## src/rtl/mips_ctrl_pkg.sv

```systemverilog
// Shared encodings for the multicycle MIPS control unit: opcodes, FSM state codes,
// datapath select codes and the bundled control-word type.
package mips_ctrl_pkg;

   localparam logic [5:0] OP_RTYPE = 6'b000000;
   localparam logic [5:0] OP_J     = 6'b000010;
   localparam logic [5:0] OP_JAL   = 6'b000011;
   localparam logic [5:0] OP_BEQ   = 6'b000100;
   localparam logic [5:0] OP_BNE   = 6'b000101;
   localparam logic [5:0] OP_ADDI  = 6'b001000;
   localparam logic [5:0] OP_SLTI  = 6'b001010;
   localparam logic [5:0] OP_ANDI  = 6'b001100;
   localparam logic [5:0] OP_ORI   = 6'b001101;
   localparam logic [5:0] OP_XORI  = 6'b001110;
   localparam logic [5:0] OP_LUI   = 6'b001111;
   localparam logic [5:0] OP_LW    = 6'b100011;
   localparam logic [5:0] OP_SW    = 6'b101011;

   localparam logic [5:0] FUNCT_JR = 6'b001000;

   typedef logic [3:0] state_t;

   localparam state_t S_FETCH  = 4'd0;
   localparam state_t S_DECODE = 4'd1;
   localparam state_t S_MEMADR = 4'd2;
   localparam state_t S_MEMRD  = 4'd3;
   localparam state_t S_MEMWB  = 4'd4;
   localparam state_t S_MEMWR  = 4'd5;
   localparam state_t S_REX    = 4'd6;
   localparam state_t S_RWB    = 4'd7;
   localparam state_t S_IEX    = 4'd8;
   localparam state_t S_IWB    = 4'd9;
   localparam state_t S_BR     = 4'd10;
   localparam state_t S_JMP    = 4'd11;
   localparam state_t S_JR     = 4'd12;
   localparam state_t S_TRAP   = 4'd13;

   localparam logic [2:0] ALU_ADD   = 3'b000;
   localparam logic [2:0] ALU_SUB   = 3'b001;
   localparam logic [2:0] ALU_FUNCT = 3'b010;
   localparam logic [2:0] ALU_SLT   = 3'b011;
   localparam logic [2:0] ALU_AND   = 3'b100;
   localparam logic [2:0] ALU_OR    = 3'b101;
   localparam logic [2:0] ALU_XOR   = 3'b110;
   localparam logic [2:0] ALU_LUI   = 3'b111;

   localparam logic [1:0] PCSRC_ALU    = 2'b00;
   localparam logic [1:0] PCSRC_ALUOUT = 2'b01;
   localparam logic [1:0] PCSRC_JUMP   = 2'b10;
   localparam logic [1:0] PCSRC_REGA   = 2'b11;

   localparam logic [1:0] REGDST_RT = 2'b00;
   localparam logic [1:0] REGDST_RD = 2'b01;
   localparam logic [1:0] REGDST_RA = 2'b10;

   localparam logic [1:0] M2R_ALUOUT = 2'b00;
   localparam logic [1:0] M2R_MDR    = 2'b01;
   localparam logic [1:0] M2R_PC     = 2'b10;

   localparam logic [1:0] SRCB_REGB  = 2'b00;
   localparam logic [1:0] SRCB_FOUR  = 2'b01;
   localparam logic [1:0] SRCB_IMM   = 2'b10;
   localparam logic [1:0] SRCB_BROFF = 2'b11;

   localparam logic [1:0] BR_NONE = 2'b00;
   localparam logic [1:0] BR_EQ   = 2'b01;
   localparam logic [1:0] BR_NE   = 2'b10;

   typedef struct packed {
      logic       pc_write;
      logic [1:0] branch_op;
      logic       i_or_d;
      logic       mem_read;
      logic       mem_write;
      logic       ir_write;
      logic       reg_write;
      logic [1:0] reg_dst;
      logic [1:0] mem_to_reg;
      logic       alu_src_a;
      logic [1:0] alu_src_b;
      logic       ext_op;
      logic [2:0] alu_op;
      logic [1:0] pc_source;
      logic       trap;
   } ctrl_t;

   function automatic logic [2:0] imm_alu_op(input logic [5:0] op);
      logic [2:0] code;
      code = ALU_ADD;
      case (op)
         OP_SLTI: code = ALU_SLT;
         OP_ANDI: code = ALU_AND;
         OP_ORI:  code = ALU_OR;
         OP_XORI: code = ALU_XOR;
         OP_LUI:  code = ALU_LUI;
         default: code = ALU_ADD;
      endcase
      return code;
   endfunction

   // Logical immediates are zero-extended; everything else sign-extends.
   function automatic logic imm_sign_ext(input logic [5:0] op);
      return !(op == OP_ANDI || op == OP_ORI || op == OP_XORI);
   endfunction

endpackage

```

## src/rtl/multicycle_control.sv

```systemverilog
// Moore control FSM for a shared-ALU, shared-memory multicycle MIPS datapath,
// with mem_ready handshaking, optional bus timeout, traps and a retire counter.
module multicycle_control
   import mips_ctrl_pkg::*;
#(
   parameter int MEM_TIMEOUT  = 0,
   parameter bit TRAP_ILLEGAL = 1'b1,
   parameter int CNT_W        = 32
) (
   input  logic             clk,
   input  logic             reset,
   input  logic [5:0]       opcode,
   input  logic [5:0]       funct,
   input  logic             mem_ready,
   output logic             PCWrite,
   output logic [1:0]       BranchOp,
   output logic             IorD,
   output logic             MemRead,
   output logic             MemWrite,
   output logic             IRWrite,
   output logic             RegWrite,
   output logic [1:0]       RegDst,
   output logic [1:0]       MemtoReg,
   output logic             ALUSrcA,
   output logic [1:0]       ALUSrcB,
   output logic             ExtOp,
   output logic [2:0]       ALUOp,
   output logic [1:0]       PCSource,
   output logic             trap,
   output logic             trap_cause,
   output logic [CNT_W-1:0] instret,
   output logic [3:0]       state
);

   localparam int WAIT_W = (MEM_TIMEOUT > 0) ? $clog2(MEM_TIMEOUT + 1) : 1;

   state_t            state_q, state_d;
   logic [WAIT_W-1:0] wait_cnt_q, wait_cnt_d;
   logic [CNT_W-1:0]  instret_q, instret_d;
   logic              trap_cause_q, trap_cause_d;
   logic              timeout_hit;
   ctrl_t             ctrl;

   // The wait that would complete this cycle's count hits the limit, unless memory answers now.
   always_comb begin
      timeout_hit = 1'b0;
      if (MEM_TIMEOUT != 0 && !mem_ready) begin
         timeout_hit = (32'(wait_cnt_q) + 32'd1) >= 32'(MEM_TIMEOUT);
      end
   end

   always_comb begin
      state_d      = state_q;
      trap_cause_d = trap_cause_q;
      case (state_q)
         S_FETCH: begin
            if (mem_ready) begin
               state_d = S_DECODE;
            end else if (timeout_hit) begin
               state_d      = S_TRAP;
               trap_cause_d = 1'b1;
            end
         end
         S_DECODE: begin
            case (opcode)
               OP_LW, OP_SW:   state_d = S_MEMADR;
               OP_RTYPE:       state_d = (funct == FUNCT_JR) ? S_JR : S_REX;
               OP_ADDI, OP_SLTI, OP_ANDI,
               OP_ORI, OP_XORI, OP_LUI:
                               state_d = S_IEX;
               OP_BEQ, OP_BNE: state_d = S_BR;
               OP_J, OP_JAL:   state_d = S_JMP;
               default: begin
                  if (TRAP_ILLEGAL) begin
                     state_d      = S_TRAP;
                     trap_cause_d = 1'b0;
                  end else begin
                     state_d = S_FETCH;
                  end
               end
            endcase
         end
         S_MEMADR: state_d = (opcode == OP_SW) ? S_MEMWR : S_MEMRD;
         S_MEMRD: begin
            if (mem_ready) begin
               state_d = S_MEMWB;
            end else if (timeout_hit) begin
               state_d      = S_TRAP;
               trap_cause_d = 1'b1;
            end
         end
         S_MEMWR: begin
            if (mem_ready) begin
               state_d = S_FETCH;
            end else if (timeout_hit) begin
               state_d      = S_TRAP;
               trap_cause_d = 1'b1;
            end
         end
         S_REX:   state_d = S_RWB;
         S_IEX:   state_d = S_IWB;
         default: state_d = S_FETCH;
      endcase
   end

   // Only the three waiting states ever hold, so any state change is a fresh wait.
   always_comb begin
      wait_cnt_d = wait_cnt_q;
      if (state_d != state_q) begin
         wait_cnt_d = '0;
      end else if (!mem_ready && !(&wait_cnt_q)) begin
         wait_cnt_d = wait_cnt_q + WAIT_W'(1);
      end
   end

   always_comb begin
      instret_d = instret_q;
      if (state_d == S_FETCH && state_q != S_FETCH && state_q != S_TRAP) begin
         instret_d = instret_q + CNT_W'(1);
      end
   end

   always_ff @(posedge clk) begin
      if (reset) begin
         state_q      <= S_FETCH;
         wait_cnt_q   <= '0;
         instret_q    <= '0;
         trap_cause_q <= 1'b0;
      end else begin
         state_q      <= state_d;
         wait_cnt_q   <= wait_cnt_d;
         instret_q    <= instret_d;
         trap_cause_q <= trap_cause_d;
      end
   end

   always_comb begin
      ctrl = '0;
      case (state_q)
         S_FETCH: begin
            ctrl.mem_read  = 1'b1;
            ctrl.alu_src_b = SRCB_FOUR;
            ctrl.ir_write  = mem_ready;
            ctrl.pc_write  = mem_ready;
         end
         S_DECODE: begin
            ctrl.alu_src_b = SRCB_BROFF;
            ctrl.ext_op    = 1'b1;
         end
         S_MEMADR: begin
            ctrl.alu_src_a = 1'b1;
            ctrl.alu_src_b = SRCB_IMM;
            ctrl.ext_op    = 1'b1;
         end
         S_MEMRD: begin
            ctrl.mem_read = 1'b1;
            ctrl.i_or_d   = 1'b1;
         end
         S_MEMWB: begin
            ctrl.mem_to_reg = M2R_MDR;
            ctrl.reg_write  = 1'b1;
         end
         S_MEMWR: begin
            ctrl.mem_write = 1'b1;
            ctrl.i_or_d    = 1'b1;
         end
         S_REX: begin
            ctrl.alu_src_a = 1'b1;
            ctrl.alu_op    = ALU_FUNCT;
         end
         S_RWB: begin
            ctrl.reg_dst   = REGDST_RD;
            ctrl.reg_write = 1'b1;
         end
         S_IEX: begin
            ctrl.alu_src_a = 1'b1;
            ctrl.alu_src_b = SRCB_IMM;
            ctrl.alu_op    = imm_alu_op(opcode);
            ctrl.ext_op    = imm_sign_ext(opcode);
         end
         S_IWB: begin
            ctrl.reg_write = 1'b1;
         end
         S_BR: begin
            ctrl.alu_src_a = 1'b1;
            ctrl.alu_op    = ALU_SUB;
            ctrl.pc_source = PCSRC_ALUOUT;
            ctrl.branch_op = (opcode == OP_BEQ) ? BR_EQ : BR_NE;
         end
         S_JMP: begin
            ctrl.pc_write  = 1'b1;
            ctrl.pc_source = PCSRC_JUMP;
            if (opcode == OP_JAL) begin
               ctrl.reg_write  = 1'b1;
               ctrl.reg_dst    = REGDST_RA;
               ctrl.mem_to_reg = M2R_PC;
            end
         end
         S_JR: begin
            ctrl.pc_write  = 1'b1;
            ctrl.pc_source = PCSRC_REGA;
         end
         S_TRAP: begin
            ctrl.trap = 1'b1;
         end
         default: ctrl = '0;
      endcase
      // Reset silences the datapath immediately, not just from the next edge.
      if (reset) begin
         ctrl = '0;
      end
   end

   assign PCWrite    = ctrl.pc_write;
   assign BranchOp   = ctrl.branch_op;
   assign IorD       = ctrl.i_or_d;
   assign MemRead    = ctrl.mem_read;
   assign MemWrite   = ctrl.mem_write;
   assign IRWrite    = ctrl.ir_write;
   assign RegWrite   = ctrl.reg_write;
   assign RegDst     = ctrl.reg_dst;
   assign MemtoReg   = ctrl.mem_to_reg;
   assign ALUSrcA    = ctrl.alu_src_a;
   assign ALUSrcB    = ctrl.alu_src_b;
   assign ExtOp      = ctrl.ext_op;
   assign ALUOp      = ctrl.alu_op;
   assign PCSource   = ctrl.pc_source;
   assign trap       = ctrl.trap;
   assign trap_cause = reset ? 1'b0 : trap_cause_q;
   assign instret    = reset ? '0 : instret_q;
   assign state      = reset ? S_FETCH : state_q;

endmodule

```

## config.mk

```make
export PLATFORM = sky130hd
export DESIGN_NAME = multicycle_control
export DESIGN_NICKNAME = d
export VERILOG_FILES = /design/src/rtl/mips_ctrl_pkg.sv /design/src/rtl/multicycle_control.sv
export SDC_FILE = /design/constraint.sdc
export NUM_CORES = 1
export LEC_CHECK = 0
export CAP_MARGIN = 10
export CORE_MARGIN = 2
export CORE_UTILIZATION = 45
export CTS_CLUSTER_DIAMETER = 50
export DETAILED_ROUTE_END_ITERATION = 8
export PLACE_DENSITY = 0.81
export SLEW_MARGIN = 25
export SYNTH_ARGS = -nofsm -noshare
export SYNTH_HDL_FRONTEND = slang
export SYNTH_SLANG_ARGS = --single-unit
```

## constraint.sdc

```tcl
create_clock -name clk -period 1.95 [get_ports clk]
set_input_delay 0.4875 -clock clk [delete_from_list [all_inputs] [get_ports clk]]
set_output_delay 0.4875 -clock clk [all_outputs]
set_load 0.01 [all_outputs]
```

==> out/results.tsv, run 1 <==
stage	metric	value	unit
clock_network	# H-tree levels	2	
status	Exit stage	5_1_grt	
status	status	did not finish	
placement	routability cong.	0.931	
synth	Yosys top cell area share	25.5	%
synth	number of enable flip-flop cells after synthesis	0	
synth	Primary FF master, synth	dfxtp_1	
floorplan	Initial Util	47.2	%
synth	Seq/Total Area, Yosys	25.5	%
floorplan	num ports	74	
synth	Synth area leader	dfxtp_1	
placement	placed instance count	567	
floorplan	DIE WIDTH	83.3	µm
synth	syn avg cell area	7.75	µm²
clock_network	root buf cell	clkbuf_8	
synth	Yosys cell types	59	
sta	worst endpoint type	register data pin	
global_route	largest net degree at the start of global routing	28	
synth	Cells after Synth	365	
synth	post-synthesis async set-or-reset flop share	0	%
placement	PortBufs	72	
floorplan	chip height	83.3	µm
synth	Yosys warnings	0	
synth	Cell Area, Synth	2830	µm²
synth	Post-Syn Nets	381	
floorplan	num rows	28	
sta	worst setup endpoint GRT	instret_q[8]$_SDFFE_PP0P_/D	
clock_network	cts bufs inserted	5	
status	stop err	[ERROR DPL-0038] Utilization greater than 100%, impossible to legalize	
placement	detailed placer's ending HPWL	6690	µm
synth	largest cells by area after synthesis	dfxtp_1 (25%), nor2b_1 (9.7%), mux2_2 (6.8%)	
synth	Yosys reg bits	36	
clock_network	CTS Buffer Depth	2	
clock_network	Sink Count	36	
## kinds of logic after synthesis
kind of cell               share of synthesized area [%]
DFF                                                 25.5
other                                              0.133
xor gates and xnor gates                           0.310
and+or+nand+nor                                     42.2
adders and majority gates                          0.442
buffers and inverters                               6.11
muxes                                               11.2
AOI/OAI and AO/OA                                   14.2
## repair_timing
action | CTS
setup endpoints to repair | 93
cloned | 8
pin swaps | 47
gates resized for setup | 324
hold buffers | 0
buffers inserted | 36
## cells in the mapped netlist, types with 3 or more instances
| master | n |
|---|---|
| inv_1 | 3 |
| nor3_1 | 15 |
| nand2b_1 | 9 |
| or4_1 | 4 |
| mux2_1 | 11 |
| nor2_1 | 49 |
| and4_1 | 3 |
| o211ai_1 | 5 |
| nor2b_1 | 44 |
| o31ai_1 | 5 |
| o21ai_0 | 5 |
| nand3_1 | 9 |
| and2b_1 | 3 |
| nand4_1 | 9 |
| buf_1 | 4 |
| nor4_1 | 25 |
| and3_1 | 7 |
| o21ai_1 | 3 |
| buf_6 | 4 |
| dfxtp_1 | 36 |
| clkbuf_1 | 15 |
| nand2_1 | 17 |
| mux2_2 | 17 |
| a21oi_1 | 13 |
| buf_2 | 6 |
| nor4b_1 | 6 |
## stage by stage
stage | setup slack, ns | cell area, µm² | TNS (ns) | utilization [%]
2_1_floorplan | -0.0626 | 2900 | -1.24 | -
3_3_place_gp | -0.809 | 4270 | -41.02 | 71.2
3_5_place_dp | -0.847 | 4270 | -42.94 | 71.2
4_1_cts | -0.220 | 5510 | -5.59 | 92.0
==> run 2, diff against run 1 <==
Settings changed: CORE_UTILIZATION 45 to 40, CTS_CLUSTER_DIAMETER 50 to default, PLACE_DENSITY 0.81 to default, PLACE_DENSITY_LB_ADDON from default to 0.15.
Clock period 1.95 ns to 2.5 ns, I/O delays scaled along.
==> run 2 against run 1 <==
The run now ends clean. Synthesized cell count unchanged. Area after synthesis unchanged.
==> out/results.tsv, run 2 <==
stage	metric	value	unit	change
layout	max FFs per register	32		
hold_path	hold crit path type	reg -> reg		
layout	final core utilization	61.2	%	
floorplan	DIE WIDTH	88.1	µm	+5.8%
floorplan	chip height	88.1	µm	+5.8%
status	status	finished, final reports clean		
sta	worst-margin pin slew	0.520	ns	
placement	detailed placer's ending HPWL	5830	µm	-13%
clock_network	hold_buf cts	0		unchanged
sta	Max-slew headroom	65.3	%	
floorplan	num ports	74		unchanged
global_route	grt ovf	0		
synth	mux share of post-synthesis cell area	11.2	%	unchanged
sta	post-layout minimum cycle time	2.42	ns	
layout	Top reg by flops	instret_q		
synth	syn avg cell area	7.75	µm²	unchanged
layout	most common cell after layout, fill and taps aside	buf_4		
synth	largest cells by area after synthesis	dfxtp_1 (25%), nor2b_1 (9.7%), mux2_2 (6.8%)		
clock_network	root buf cell	clkbuf_8		
synth	largest family of logic cells by synthesized area	simple AND/OR/NAND/NOR gates		
route	met3 routed WL	417	µm	
route	DR WL/cell	14.2	µm	
synth	number of enable flip-flop cells after synthesis	0		unchanged
route	Top Metal Used	met4		
route	ANT nets after route	0		
layout	synthesis-to-finish area growth	48.0	%	
synth	Yosys top cell area share	25.5	%	unchanged
global_route	largest net degree at the start of global routing	34		
floorplan	core box area	6830	µm²	
worst_setup_path	CP Launch Type	input port		
synth	Synth Area in XOR/XNOR	0.310	%	unchanged
floorplan	Initial Util	41.4	%	-5.8 points
pwr	P_leak	1.93	nW	
clock_network	CTS Buffer Depth	2		unchanged
route	met2 WL	3730	µm	
route	WL final	8030	µm	
route	Vias	3095		
layout	ANT cells	0		
layout	share of layout cells above drive strength 1	24.6	%	
sta	setup TNS	0	ns	
sta	final period utilization	96.9	%	
synth	Seq/Total Area, Yosys	25.5	%	unchanged
global_route	initial antenna violation count	0		
clock_network	Sink Count	36		unchanged
synth	compound-cell area share of the yosys netlist	14.2	%	unchanged
layout	Layout fillers	644		
worst_setup_path	CP arrival	1.80	ns	
job	Max-cap violations	0		
clock_network	worst-skew pair later-pin latency	0.29	ns	
synth	Post-synth top cells	nor2_1 (49), nor2b_1 (44), dfxtp_1 (36)		
synth	Yosys reg bits	36		unchanged
synth	Synth area leader	dfxtp_1		
route	# DRC	0		
synth	top-count cell post-synth	nor2_1		
synth	Post-Syn Nets	381		unchanged
pwr	worst vdd ir	0.000342	V	
worst_setup_path	Crit. End Element	output port		
sta	final hold viol count	0		
global_route	first-pass GRT wire length	12800	µm	
route	Detailed Route Iter0 Violations	91		
worst_setup_path	Critical Path RT	1.88	ns	
sta	Final Skew	0.00512	ns	
synth	Primary FF master, synth	dfxtp_1		
sta	RSZ-0062 raised after global routing	no		
sta	fmax	413	MHz	
route	drt pass-1 iters	4		
layout	commonest non-fill, non-tap cells in the layout	buf_4 (49), nor2_1 (47), nor2b_1 (42)		
floorplan	num rows	30		+7.1%
synth	Yosys cell types	59		unchanged
route	Metal-1 WL	3780	µm	
placement	PortBufs	72		unchanged
worst_setup_path	CP Class	in -> out		
synth	post-synthesis async set-or-reset flop share	0	%	unchanged
floorplan	die area	7760	µm²	
synth	Cells after Synth	365		unchanged
sta	final setup fails	0		
clock_network	# H-tree levels	2		unchanged
sta	Max Slew Vio Count	0		
route	Via density	5.46		
pwr	power density over the cells	411	nW/µm²	
synth	Cell Area, Synth	2830	µm²	unchanged
clock_network	CTS clk-pin slew, worst paths	0.07	ns	
layout	nets@finish	486		
synth	Yosys warnings	0		unchanged
clock_network	clock tree from TritonCTS	built		
global_route	vias in the first global route	2804		
synth	Synth Area in Adders	0.442	%	unchanged
placement	routability cong.	0.882		-5.3%
layout	Largest regs	instret_q x32, state_q x4		
clock_network	cts bufs inserted	5		unchanged
global_route	gr usage total	20.4	%	
synth	Simple-Gate Fraction of Synth Area	42.2	%	unchanged
worst_setup_path	CP max FO	33		
==> run 2: cell counts after synthesis <==
Identical to the previous run, type by type.
==> run 2: worst max-delay path, stage by stage <==
cell,delay (ns)
buf_2,0.13
buf_6,0.19
buf_4,0.19
nor2b_1,0.12
clkdlybuf4s50_1,0.54
==> run 2: timing repair <==
item	in CTS	in global routing
cloned	0	0
buffers inserted	2	0
pin swaps	2	6
hold endpoints to repair	0	0
gates resized for setup	53	36
endpoints found under the setup margin	67	31
==> run 2: logic make-up after synthesis <==
| logic type | after synthesis |
|---|---|
| DFF | 36 |
| buffers and inverters | 34 |
| adders and majority gates | 1 |
| muxes | 28 |
| AOI/OAI and AO/OA | 52 |
| xor gates and xnor gates | 1 |
| and+or+nand+nor | 212 |
| other | 1 |
==> run 2: final cells by class <==
class	count	area (µm²)	area share, %
inverters	3	11.3	0.269
clock inverters	1	30.0	0.718
multi-input cells	295	2000	47.8
clock buffers	7	96.3	2.30
flip-flops and latches	36	729	17.4
well taps	96	120	2.87
repair buffers	129	1190	28.6
==> run 2: path summary, 6_finish.rpt <==
kind,from,end,slack [ns],depth (start not counted)
worst max-delay path,reset,instret[9],0.08,5
worst min-delay path,instret_q[8],instret_q[8],0.51,2
worst max register to register,state_q[0],instret_q[14],0.25,6
worst min register to register,instret_q[8],instret_q[8],0.51,2
==> run 2: per-layer routing <==
layer / global-route usage [%] / vias up
li1: - / 1549
met1: 26.4 / 1447
met2: 35.2 / 90
met3: 2.83 / 9
met4: 6.34 / 0
met5: 0 / -
==> run 2: report_power, final <==
group	total [W]	internal, W	switching, W
clock network	0.000561	0.000352	0.000209
registers	0.000611	0.000589	0.0000221
logic	0.000550	0.000254	0.000295
total	0.00172	0.00120	0.000526
==> run 2: metrics by stage <==
stage | hold WS [ns] | area, µm² | worst slack, ns | power [W] | std cells
2_1_floorplan | 0.465 | 2830 | 0.0820 | 0.000935 | 365
3_3_place_gp | 0.483 | 3950 | -0.647 | 0.00116 | 557
3_5_place_dp | 0.492 | 3950 | -0.677 | 0.00117 | 557
4_1_cts | 0.502 | 4130 | 0.00202 | 0.00173 | 567
5_1_grt | 0.528 | 4180 | 0.00219 | 0.00182 | 567
6_report | 0.505 | 4180 | 0.0764 | 0.00172 | 567
Note: power is estimated with default switching activity, not from simulation.
